### src/rtl/irq_latch.sv
`default_nettype none
// ============================================================================
//  Module   : irq_latch
//  Purpose  : Interrupt capture and presentation stage feeding the 8-to-3
//             priority encoder. Raw request lines are latched into a pending
//             register. The highest-priority pending line that is also enabled
//             by the mask is presented as a frozen 3-bit id with a valid/ack
//             handshake. On ack the presented pending bit is cleared.
//
//  Ports    : clk        in   clock, rising edge
//             rst        in   synchronous active-high reset
//             req[7:0]   in   raw request lines, bit 7 = highest priority
//             mask[7:0]  in   per-line presentation enable (1 = enabled)
//             ack        in   consumer acknowledge of the presented id
//             irq_valid  out  a request is being presented
//             irq_id     out  index of presented request (valid w/ irq_valid)
//             pending    out  registered pending vector (unmasked)
//
//  Config   : IRQ_EDGE_DETECT_EN defined   -> rising-edge capture of req
//             IRQ_EDGE_DETECT_EN undefined -> level capture of req
//
//  Revision : 1.0  initial release
// ============================================================================
module irq_latch #(
    parameter int N   = 8,
    parameter int IDW = 3
) (
    input  logic           clk,
    input  logic           rst,
    input  logic [N-1:0]   req,
    input  logic [N-1:0]   mask,
    input  logic           ack,
    output logic           irq_valid,
    output logic [IDW-1:0] irq_id,
    output logic [N-1:0]   pending
);

    localparam logic [0:0] c_IDLE = 1'b0;
    localparam logic [0:0] c_BUSY = 1'b1;

    logic [0:0]     r_state;
    logic [N-1:0]   r_pending;
    logic [IDW-1:0] r_irq_id;
    logic           r_irq_valid;

    logic [N-1:0]   w_set;
    logic [N-1:0]   w_clr;
    logic [N-1:0]   w_active;
    logic [IDW-1:0] w_sel;

`ifdef IRQ_EDGE_DETECT_EN
    logic [N-1:0]   r_req_d;

    // Rising-edge capture. r_req_d resets to 0, so a line held high through
    // reset produces one event on the first edge after release.
    assign w_set = req & ~r_req_d;

    always_ff @(posedge clk) begin
        if (rst) begin
            r_req_d <= '0;
        end else begin
            r_req_d <= req;
        end
    end
`else
    // Level capture: a held line re-arms its pending bit every cycle.
    assign w_set = req;
`endif

    // Clear only the presented line, and only when the ack is actually taken.
    always_comb begin
        w_clr = '0;
        if (r_state == c_BUSY && ack) begin
            w_clr[r_irq_id] = 1'b1;
        end
    end

    assign w_active = r_pending & mask;

    // Highest set bit wins: later (higher) indices overwrite lower ones.
    always_comb begin
        w_sel = '0;
        for (int i = 0; i < N; i++) begin
            if (w_active[i]) begin
                w_sel = IDW'(i);
            end
        end
    end

    always_ff @(posedge clk) begin
        if (rst) begin
            r_pending   <= '0;
            r_irq_id    <= '0;
            r_irq_valid <= 1'b0;
            r_state     <= c_IDLE;
        end else begin
            // Set is OR-ed after the clear so a coincident new event survives.
            r_pending <= (r_pending & ~w_clr) | w_set;
            case (r_state)
                c_IDLE: begin
                    if (|w_active) begin
                        r_irq_id    <= w_sel;
                        r_irq_valid <= 1'b1;
                        r_state     <= c_BUSY;
                    end
                end
                c_BUSY: begin
                    // id/valid frozen until ack, regardless of mask/pending.
                    if (ack) begin
                        r_irq_valid <= 1'b0;
                        r_state     <= c_IDLE;
                    end
                end
                default: begin
                    r_irq_valid <= 1'b0;
                    r_state     <= c_IDLE;
                end
            endcase
        end
    end

    assign irq_valid = r_irq_valid;
    assign irq_id    = r_irq_id;
    assign pending   = r_pending;

endmodule
`default_nettype wire

### config.mk
export PLATFORM = sky130hd
export DESIGN_NAME = irq_latch
export DESIGN_NICKNAME = d
export VERILOG_FILES = /design/src/rtl/irq_latch.sv
export SDC_FILE = /design/constraint.sdc
export NUM_CORES = 1
export LEC_CHECK = 0
export ABC_AREA = 1
export BUFFER_PORTS_ARGS = -buffer_cell sky130_fd_sc_hd__buf_2
export CAP_MARGIN = 5
export CORE_MARGIN = 2
export CORE_UTILIZATION = 24
export CTS_BUF_LIST = sky130_fd_sc_hd__clkbuf_8
export DETAILED_ROUTE_END_ITERATION = 6
export REMOVE_ABC_BUFFERS = 1
export SYNTH_ARGS = -nofsm -noshare
export SYNTH_HDL_FRONTEND = slang
export SYNTH_SLANG_ARGS = --single-unit
export TNS_END_PERCENT = 50
### constraint.sdc
create_clock -name clk -period 1.79 [get_ports clk]
set_input_delay 0.358 -clock clk [delete_from_list [all_inputs] [get_ports clk]]
set_output_delay 0.358 -clock clk [all_outputs]
set_load 0.005 [all_outputs]
* After elaboration in Yosys (flattened, before gate mapping)
Cells that the tools add are included.
W data, S select, Z words.
** Operators by class
- Order comparisons :: 2
- Equal/unequal tests :: 2
- Mux-type cells :: 16
- Bitwise logic cells :: 5
- Reduce and logical (&&, ||, !) cells :: 5
** Operators by type and width (number)
- $and A8 B8 Y8 :: 2
- $mux W3 :: 5
- $mux W8 :: 1
- $not A8 Y8 :: 1
- $or A8 B8 Y8 :: 1
- $reduce_or A8 Y1 :: 1
- $mux W1 :: 6
- $lt A3 B4 Y1 const B :: 1
- $ne A2 B2 Y1 const B :: 2
- $pmux W1 S2 :: 2
- $reduce_and A2 Y1 :: 2
- $demux W1 S3 :: 1
- $ge A3 B1 Y1 const B :: 1
- $logic_and A1 B1 Y1 :: 2
- $mux W2 :: 1
- $not A1 Y1 :: 1
** Storage, ports and cells
- Register bits after elaboration :: 13
- Input port bits :: 19
- Output and inout port bits :: 12
- Word-level logic and storage cells :: 34

* Longest topological paths before layout
Gate-level depths: netlist of run 1.
- Word-level depth :: 8
- Gate-level depth with buffers :: 8

* Worst setup path before layout of run 1
Ideal clock, no wire load.
- Kind :: input port to flip-flop
- Start :: input port mask[3]
- End :: register r_irq_id[0], in the netlist irq_id[0]
- Setup time :: 0.111 ns
- Arrival :: 0.872 ns
- Data required time :: 1.679 ns
- Setup slack :: 0.807 ns
- Stages on the path :: 8
- Cell sequence :: nand2_1 > nand2_1 > nor2_1 > nand2_2 > nand2_4 > nand2_1 > nand2_1 > nor2_1
** On the way
- Longest elaborated chain between the ends :: 6
** Ends and longest elaborated chain
- start, declared :: RTL line 31 : input logic [N-1:0] mask,
- $and A8 B8 Y8 (*) :: RTL line 78 : assign w_active = r_pending & mask;
- $mux W3 (5 in a row) :: RTL line 84 : if (w_active[i]) begin
- end signal, assigned :: RTL line 102 : r_irq_id <= w_sel;
- end, declared :: RTL line 43 : logic [IDW-1:0] r_irq_id;
Mark *: on every way between the ends. The rest lies on a longest branch, timed or not.
A chain may end at the register's enable or synchronous reset.

* Worst setup path in the final report of run 1
- Start :: register r_irq_id[2], in the netlist irq_id[2]
- End :: output port irq_id[2]
** RTL lines
- end, declared :: RTL line 34 : output logic [IDW-1:0] irq_id,
No word-level cell between the ends.

==> results of run 1 <==
registers in the layout (all words and copies together), names as in the netlist:
signal / count
irq_id: 3
pending: 8
r_state: 1
irq_valid: 1
through the flow:
step	hold WS, ns	power (µW)	area, µm²	cells
2_1_floorplan	0.420	434	613	90
3_3_place_gp	0.457	500	801	150
3_5_place_dp	0.451	501	801	150
4_1_cts	0.348	757	846	154
5_1_grt	0.349	800	846	154
6_report	0.347	750	846	154
power by group:
group	switching [µW]	internal, µW
sequential	21.5	318
clock	106	152
combinational	84.6	68.7
total	212	538
Yosys cell counts:
| cell type | n |
|---|---|
| inv_1 | 18 |
| a31o_2 | 1 |
| buf_2 | 1 |
| nor2_2 | 1 |
| o21ai_0 | 9 |
| nand2_4 | 1 |
| a21oi_1 | 10 |
| nand2_2 | 6 |
| nor2_1 | 5 |
| dfxtp_1 | 13 |
| a21oi_2 | 1 |
| nand3_1 | 1 |
| nand2_1 | 23 |
| o21bai_1 | 1 |
kinds of logic (layout without fill, tap and decap cells):
kind of cell | Yosys count | count (layout)
buffers and inverters | 19 | 52
DFF | 13 | 13
AOI/OAI and AO/OA | 22 | 22
and+or+nand+nor | 37 | 37
per-layer routing:
metal / GRT usage, % / part of all wire (%)
met5: 0 / 0
met1: 11.9 / 41
met4: 8.75 / 2.6
met3: 2.46 / 4.6
met2: 20.4 / 52
how the worst max path moves through the flow:
stage,startpoint,to,slack [ns],cells past startpoint
2_1_floorplan,mask[3],irq_id[0],0.81,8
6_report,irq_id[2],irq_id[2],0.62,1
5_1_grt,irq_id[2],irq_id[2],0.59,1
4_1_cts,irq_id[2],irq_id[2],0.62,1
3_3_place_gp,mask[1],irq_id[1],0.64,9
3_5_place_dp,mask[3],irq_id[0],0.63,9
final cells by class:
class / instances / area, µm² / share of cell area (%)
clock buffers: 3 / 41.3 / 4.88
clock inverters: 1 / 3.75 / 0.444
inverters: 18 / 67.6 / 7.99
multi-input cells: 59 / 285 / 33.7
flip-flops and latches: 13 / 260 / 30.8
well taps: 30 / 37.5 / 4.44
repair buffers: 30 / 150 / 17.8
==> flow_summary.ini, run 1 <==
[flow_run]
maxCapViolations = 0

[finish]
layout-drive-gt1-share_pct = 34.7
fillCellCount = 276
nNetsFinal = 144
final_core_util_pct = 34.5
layout_common_cells = buf_2 (30), nand2_1 (23), inv_1 (19)
layout_commonest_cell = buf_2
area_growth_pct = 36.8
diodes = 0

[timing]
max_freq_mhz = 854
finalCriticalPeriod_ns = 1.17
fin_crit_sh_pct = 65.4
setup_tns_ns = 0
finalSetupViolations = 0
worstMarginPinSlew_ns = 0.209
rsz0062_at_grt = no
setup_ws_ns = 0.619
relSlewSlack_pct = 85.9
fin_skew_ns = 0.00226
drv_slew = 0
hold_viol = 0

[min_path]
hp-start = req[7]
holdPathEnd = pending[7]
min_path_type = input port to flip-flop
whs_path_depth = 3

[global_route]
grt_usage_pct = 11.6
antenna_found_initial = 0
grt_pass1_wl_mm = 2.37
grt_overflow_total = 0
first_global_vias = 591
grt_max_degree = 11

[placement]
place_ws_ns = 0.629
place_hpwl_mm = 1.27
port_buffers = 30
place_congestion = 0.816

[clock_network]
cts_resized = 0
worstSkewPairLatency_ns = 0.24
postCtsHoldBufs = 0
cts_tree = built
cts_max_level = 1
clk_root_buffer_cell = clkbuf_8
cts_buffer_depth = 2
cts_sinks = 13
postCtsSetupBuffers = 0
numCtsBuffers = 3
clkTransAtPathRegs_ns = 0.06

[logic_synthesis]
yosys_warnings = 0
synth-seq-cells = 13
yosysUniqueCellTypes = 14
synth_mux_area_share_pct = 0
synth_top_family_by_area = simple AND/OR/NAND/NOR gates
synth_top_cell_by_area = dfxtp_1
synthXorXnorAreaFrac_pct = 0
synth-simple-area-share_pct = 26.7
syn_inst = 91
ys_seq_area_share_pct = 42.1
synth_compound_area_share_pct = 19.4
synth_area_per_cell_um2 = 6.79
synth_top_area_share_pct = 42.1
netlist_area_um2 = 618
synthTopCellsByArea = dfxtp_1 (42%), nand2_1 (14%), inv_1 (11%)
synth_fa_ha_area_share_pct = 0

[setup_path]
worstPathArrival_ns = 0.81
slowest_stage = dfxtp_1
crit_type = flip-flop to primary output
slowest_delay_ns = 0.42
reg2regPathDepth = 8
reg2reg_from = pending[3]
critical_path_buf_inv_count = 1
crit_family = flip-flops
crit_path_start_kind = flip-flop
cp_cell_sequence = buf_2
path_max_fanout = 5
required_ns = 1.43
critPathCaptureType = primary output
regToRegEndpoint = irq_id[1]
reg2reg_slack_ns = 0.78

[drt]
ant_nets = 0
drt_iter0_drc = 6
dr.pass1.iters = 4
vias = 667
wirelength_mm = 1.55
wire_per_inst_um = 10.1
post-route-drc-count = 0
viasPerCell = 4.33

[floorplanning]
core-area_um2 = 2450
initial_core_util_pct = 25.2
rows = 18
die_h_um = 54.8
die_area_um2 = 3000
die_w_um = 54.8
io_pins = 31

[power_and_ir_drop]
power.leakage_uw = 0.000484
peakVddDrop_v = 0.000542
powerDensity_nw_per_um2 = 887

[outcome]
status = finished, final reports clean
Power figures use the tool's default switching activity.
==> inputs of run 2 (changes only) <==
Settings changed: ABC_AREA 1 to 0.
Clock period 1.79 ns to 1.17 ns, I/O delays scaled along.
==> run 2 against run 1 <==
Against the previous run: the run now ends with setup timing left; sequential cell count unchanged; global-route usage increased by 0.95 points; non-clock buffer count increased by 11; power increased by 64%; clock power increased by 55%; register-to-register slack got worse by 0.79 ns.
==> flow_summary.ini, run 2 <==
[min_path]
min_path_type = input port to flip-flop

[drt]
wire_per_inst_um = 11.8
post-route-drc-count = 0
met2_length_um = 853
vias = 679
drt_iter0_drc = 10
wl_met1_um = 721
wirelength_mm = 1.67
met3_length_um = 88
dr.pass1.iters = 4
viasPerCell = 4.78
routed.top_layer = met4
ant_nets = 0

[power_and_ir_drop]
switching_power_uw = 346
power.leakage_uw = 0.000449
powerDensity_nw_per_um2 = 1300
power_frac_seq_pct = 43.4
peakVddDrop_v = 0.000751
total_power_uw = 1230
intPower_uw = 881
pwr-share-comb_pct = 24.0
swShare_pct = 28.2
clockPowerShare_pct = 32.6

[timing]
relSlewSlack_pct = 80.6
fin_crit_sh_pct = 100
finalCriticalPeriod_ns = 1.18
drv_slew = 0
fin_skew_ns = 0.00387
hold_viol = 0
worstMarginPinSlew_ns = 0.291
max_freq_mhz = 851
finalSetupViolations = 2
setup_ws_ns = -0.00572
timing.hold.ws_ns = 0.202
rsz0062_at_grt = yes
setup_tns_ns = -0.0102

[setup_path]
crit_family = compound AO/OA/AOI/OAI gates
required_ns = 1.34
crit_type = flip-flop to flip-flop
slowest_stage = dfxtp_2
path_max_fanout = 6
critPathCaptureType = flip-flop
slowest_delay_ns = 0.32
worstPathArrival_ns = 1.35
crit_path_start_kind = flip-flop
critical_path_buf_inv_count = 0
cp_cell_sequence = a22oi_2, a41oi_4, nand2b_4, a21oi_2

[finish]
largest_register_ffs = 8
layout_common_cells = buf_2 (30), buf_4 (11), dfxtp_1 (9)
layout_commonest_cell = buf_2
fillCellCount = 254
diodes = 0
area_growth_pct = 59.4
design_area_um2 = 947
nNetsFinal = 132
layout-drive-gt1-share_pct = 51.8

[logic_synthesis]
yosysUniqueCellTypes = 22
synth_edf_count = 0
ys_seq_area_share_pct = 43.8
netlist_area_um2 = 594
synth_most_common_cell = dfxtp_1
synthTopCellsByArea = dfxtp_1 (44%), a21oi_1 (8.4%), o21ai_0 (5.1%)
yosys_warnings = 0
synth_top_area_share_pct = 43.8
synth_commonest_cells = dfxtp_1 (13), a21oi_1 (10), inv_1 (6), nor2_1 (6), o21ai_0 (6)
synth_top_cell_by_area = dfxtp_1
syn_inst = 68
synth_area_per_cell_um2 = 8.74
ys_async_sr_fraction_pct = 0
synth-seq-cells = 13
synth_ff_type = dfxtp_1

[floorplanning]
die_area_um2 = 2890
die_w_um = 53.8
die_h_um = 53.8
core-area_um2 = 2410
rows = 18
initial_core_util_pct = 24.7
io_pins = 31

[flow_run]
maxCapViolations = 0

[clock_network]
clkTransAtPathRegs_ns = 0.06
numCtsBuffers = 3
cts_buffer_depth = 2
cts_max_level = 1
cts_tree = built
clk_root_buffer_cell = clkbuf_8
worstSkewPairLatency_ns = 0.24
postCtsHoldBufs = 0
cts_sinks = 13
postCtsSetupBuffers = 0

[global_route]
first_global_vias = 601
grt_pass1_wl_mm = 2.58
grt_max_degree = 14
grt_usage_pct = 12.6
antenna_found_initial = 0
grt_overflow_total = 0

[outcome]
status = complete, but fails checks
violations = setup timing

[placement]
postPlaceCellArea_um2 = 861
place_hpwl_mm = 1.32
port_buffers = 30
place_congestion = 0.789
-- run 2: cell count changes after synthesis, sizes merged, moves of 2 or more --
cell | before | now
nand2 | 30 | 5
a22oi | 0 | 4
a32o | 0 | 2
o21ai | 9 | 6
or3 | 0 | 2
inv | 18 | 6
nand2b | 0 | 3
a211oi | 0 | 2
-- run 2: cell type report --
type	instances	area (µm²)	share of cell area [%]
inverters	6	22.5	2.38
clock inverters	1	3.75	0.396
clock buffers	3	41.3	4.36
multi-input cells	48	344	36.3
repair buffers	41	233	24.6
flip-flops and latches	13	265	28.0
well taps	30	37.5	3.96
-- run 2: path summary, 6_finish.rpt --
kind	to	from	depth (start not counted)	slack, ns
max	irq_id[2]	pending[5]	4	-0.006
min	pending[0]	req[0]	3	0.20
max reg2reg	irq_id[2]	pending[5]	4	-0.006
min reg2reg	r_state	r_state	1	0.47
-- run 2: per-stage QoR --
stage	setup slack [ns]	utilization [%]	std cells
2_1_floorplan	0.0458	-	67
3_3_place_gp	-0.0173	35.7	138
3_5_place_dp	-0.0416	35.7	138
4_1_cts	-0.0108	38.3	142
5_1_grt	-0.0724	39.3	142
6_report	-0.00572	39.3	142
-- run 2: logic make-up (layout without fill, tap and decap cells) --
logic type	after synthesis	in the layout	share of synthesized area [%]
flip-flops	13	13	43.8
AND/OR/NAND/NOR	20	20	16.6
AO/OA/AOI/OAI	28	28	35.2
buffers and inverters	7	51	4.42
-- run 2: power groups by stage --
| stage | Clock (µW) | Sequential (µW) | Combinational [µW] |
|---|---|---|---|
| global placement | 0 | 536 | 265 |
| global route | 436 | 540 | 324 |
| finish | 400 | 533 | 295 |
| floorplan | 0 | 541 | 109 |
| CTS | 413 | 528 | 283 |
| detailed placement | 0 | 537 | 269 |
-- run 2: repair_timing --
item / in CTS / in global routing
pin swaps: 3 / 3
endpoints found under the setup margin: 3 / 6
gates resized for setup: 2 / 8
-- run 2: worst reg2reg max path: stages, from the launching register on --
cell      delay [ns]
dfxtp_2         0.32
a22oi_2         0.29
a41oi_4         0.20
nand2b_4        0.19
a21oi_2         0.11
-- run 2: layer usage --
layer / vias to the layer above / GRT usage (%)
met2: 17 / 19.7
li1: 339 / -
met3: 2 / 2.78
met1: 321 / 16.1
met4: 0 / 6.41
met5: - / 0
==> inputs of run 3 (changes only) <==
Settings changed: CORE_UTILIZATION 24 to 31, HOLD_SLACK_MARGIN set to 0.15.
==> run 3 against run 2 <==
Against the previous run: the flow now finishes without violations; clock power down 3%; first-iteration DRC count up 60%; sequential cell count unchanged; sequential power up 2%; maximum frequency up 3.1%; die area down 21%; register-to-register slack better by 0.04 ns; largest cell class unchanged.
==> flow_summary.ini, run 3 (synthesis gave the netlist of run 2 again) <==
[setup_path]
path_max_fanout = 6
critPathCaptureType = flip-flop
crit_path_start_kind = flip-flop
worstPathArrival_ns = 1.29
reg2regPathDepth = 3
crit_type = flip-flop to flip-flop
required_ns = 1.32

[timing]
setup_tns_ns = 0
rsz0062_at_grt = yes
setup_ws_ns = 0.0297
finalCriticalPeriod_ns = 1.14
relSlewSlack_pct = 82.0
worstMarginPinSlew_ns = 0.271
max_freq_mhz = 877
drv_slew = 0
fin_crit_sh_pct = 97.5
hold_viol = 0
fin_skew_ns = 0.000314
finalSetupViolations = 0

[floorplanning]
die_w_um = 47.8
rows = 15
initial_core_util_pct = 33.7
die_area_um2 = 2280
core-area_um2 = 1760
die_h_um = 47.8
io_pins = 31

[drt]
viasPerCell = 4.90
wire_per_inst_um = 12.2
vias = 661
wirelength_mm = 1.64
drt_iter0_drc = 16
dr.pass1.iters = 4
post-route-drc-count = 0
ant_nets = 0

[finish]
diodes = 0
layout_commonest_cell = buf_2
layout-drive-gt1-share_pct = 52.7
area_growth_pct = 55.2
largest_register_ffs = 8
layout_common_cells = buf_2 (30), a21oi_1 (9), buf_4 (9)
final_core_util_pct = 52.3
nNetsFinal = 130

[outcome]
status = finished, final reports clean

[placement]
place_hpwl_mm = 1.26
place_ws_ns = -0.0616
port_buffers = 30
place_congestion = 0.765

[clock_network]
cts_buffer_depth = 2
clkTransAtPathRegs_ns = 0.05
cts_sinks = 13
cts_max_level = 1
clk_root_buffer_cell = clkbuf_8
worstSkewPairLatency_ns = 0.24
postCtsSetupBuffers = 0
numCtsBuffers = 3
cts_tree = built

[min_path]
min_path_type = input port to flip-flop
whs_path_depth = 3

[global_route]
grt_max_degree = 14
antenna_found_initial = 0
first_global_vias = 621
grt_pass1_wl_mm = 2.59
grt_overflow_total = 0
grt_usage_pct = 16.9

[power_and_ir_drop]
power.leakage_uw = 0.000439
powerDensity_nw_per_um2 = 1310
peakVddDrop_v = 0.000776

[flow_run]
maxCapViolations = 0
[run 3: stage by stage]
stage / power (µW) / hold slack [ns] / cell area (µm²) / cells
detailed placement: 796 / 0.451 / 840 / 131
CTS: 1200 / 0.200 / 905 / 135
finish: 1200 / 0.201 / 922 / 135
floorplan: 650 / 0.303 / 591 / 67
global placement: 792 / 0.439 / 840 / 131
global route: 1280 / 0.204 / 922 / 135
[run 3: repair_timing]
| action | CTS | global route |
|---|---|---|
| pin swaps | 6 | 3 |
| resized for setup | 5 | 7 |
| setup endpoints to repair | 4 | 7 |
| hold buffers | 0 | 0 |
| hold endpoints to repair | 0 | 0 |
| gates cloned | 0 | 0 |
[run 3: layout make-up]
class                           count  area, µm²
Clock inverter                      1       3.75
Fill cell                         205        842
Tap cell                           25       31.3
Timing Repair Buffer               39        218
Multi-Input combinational cell     48        335
Clock buffer                        3       41.3
Sequential cell                    13        270
Inverter                            6       22.5
[run 3: worst paths after layout]
| kind | from | to | slack [ns] |
|---|---|---|---|
| min reg2reg | irq_valid | irq_valid | 0.49 |
| max reg2reg | pending[5] | irq_id[1] | 0.03 |
| max | pending[5] | irq_id[1] | 0.03 |
| min | req[1] | pending[1] | 0.20 |
[run 3: critical path, cell delays in order (launching register included)]
cell	delay, ns
dfxtp_1	0.32
a22oi_2	0.26
a41oi_4	0.19
a311oi_1	0.28
[run 3: per-layer routing]
metal  GRT usage [%]  vias to the layer above  part of all wire [%]
li1                -                      333                     -
met1            19.4                      303                    45
met2            28.8                       23                    47
met3            6.79                        2                   7.4
met4            4.86                        0                  0.43
met5               0                        -                     0
[run 3: power by group]
part,internal [µW],switching [µW]
clock network,232,158
registers,492,50.8
logic,150,122
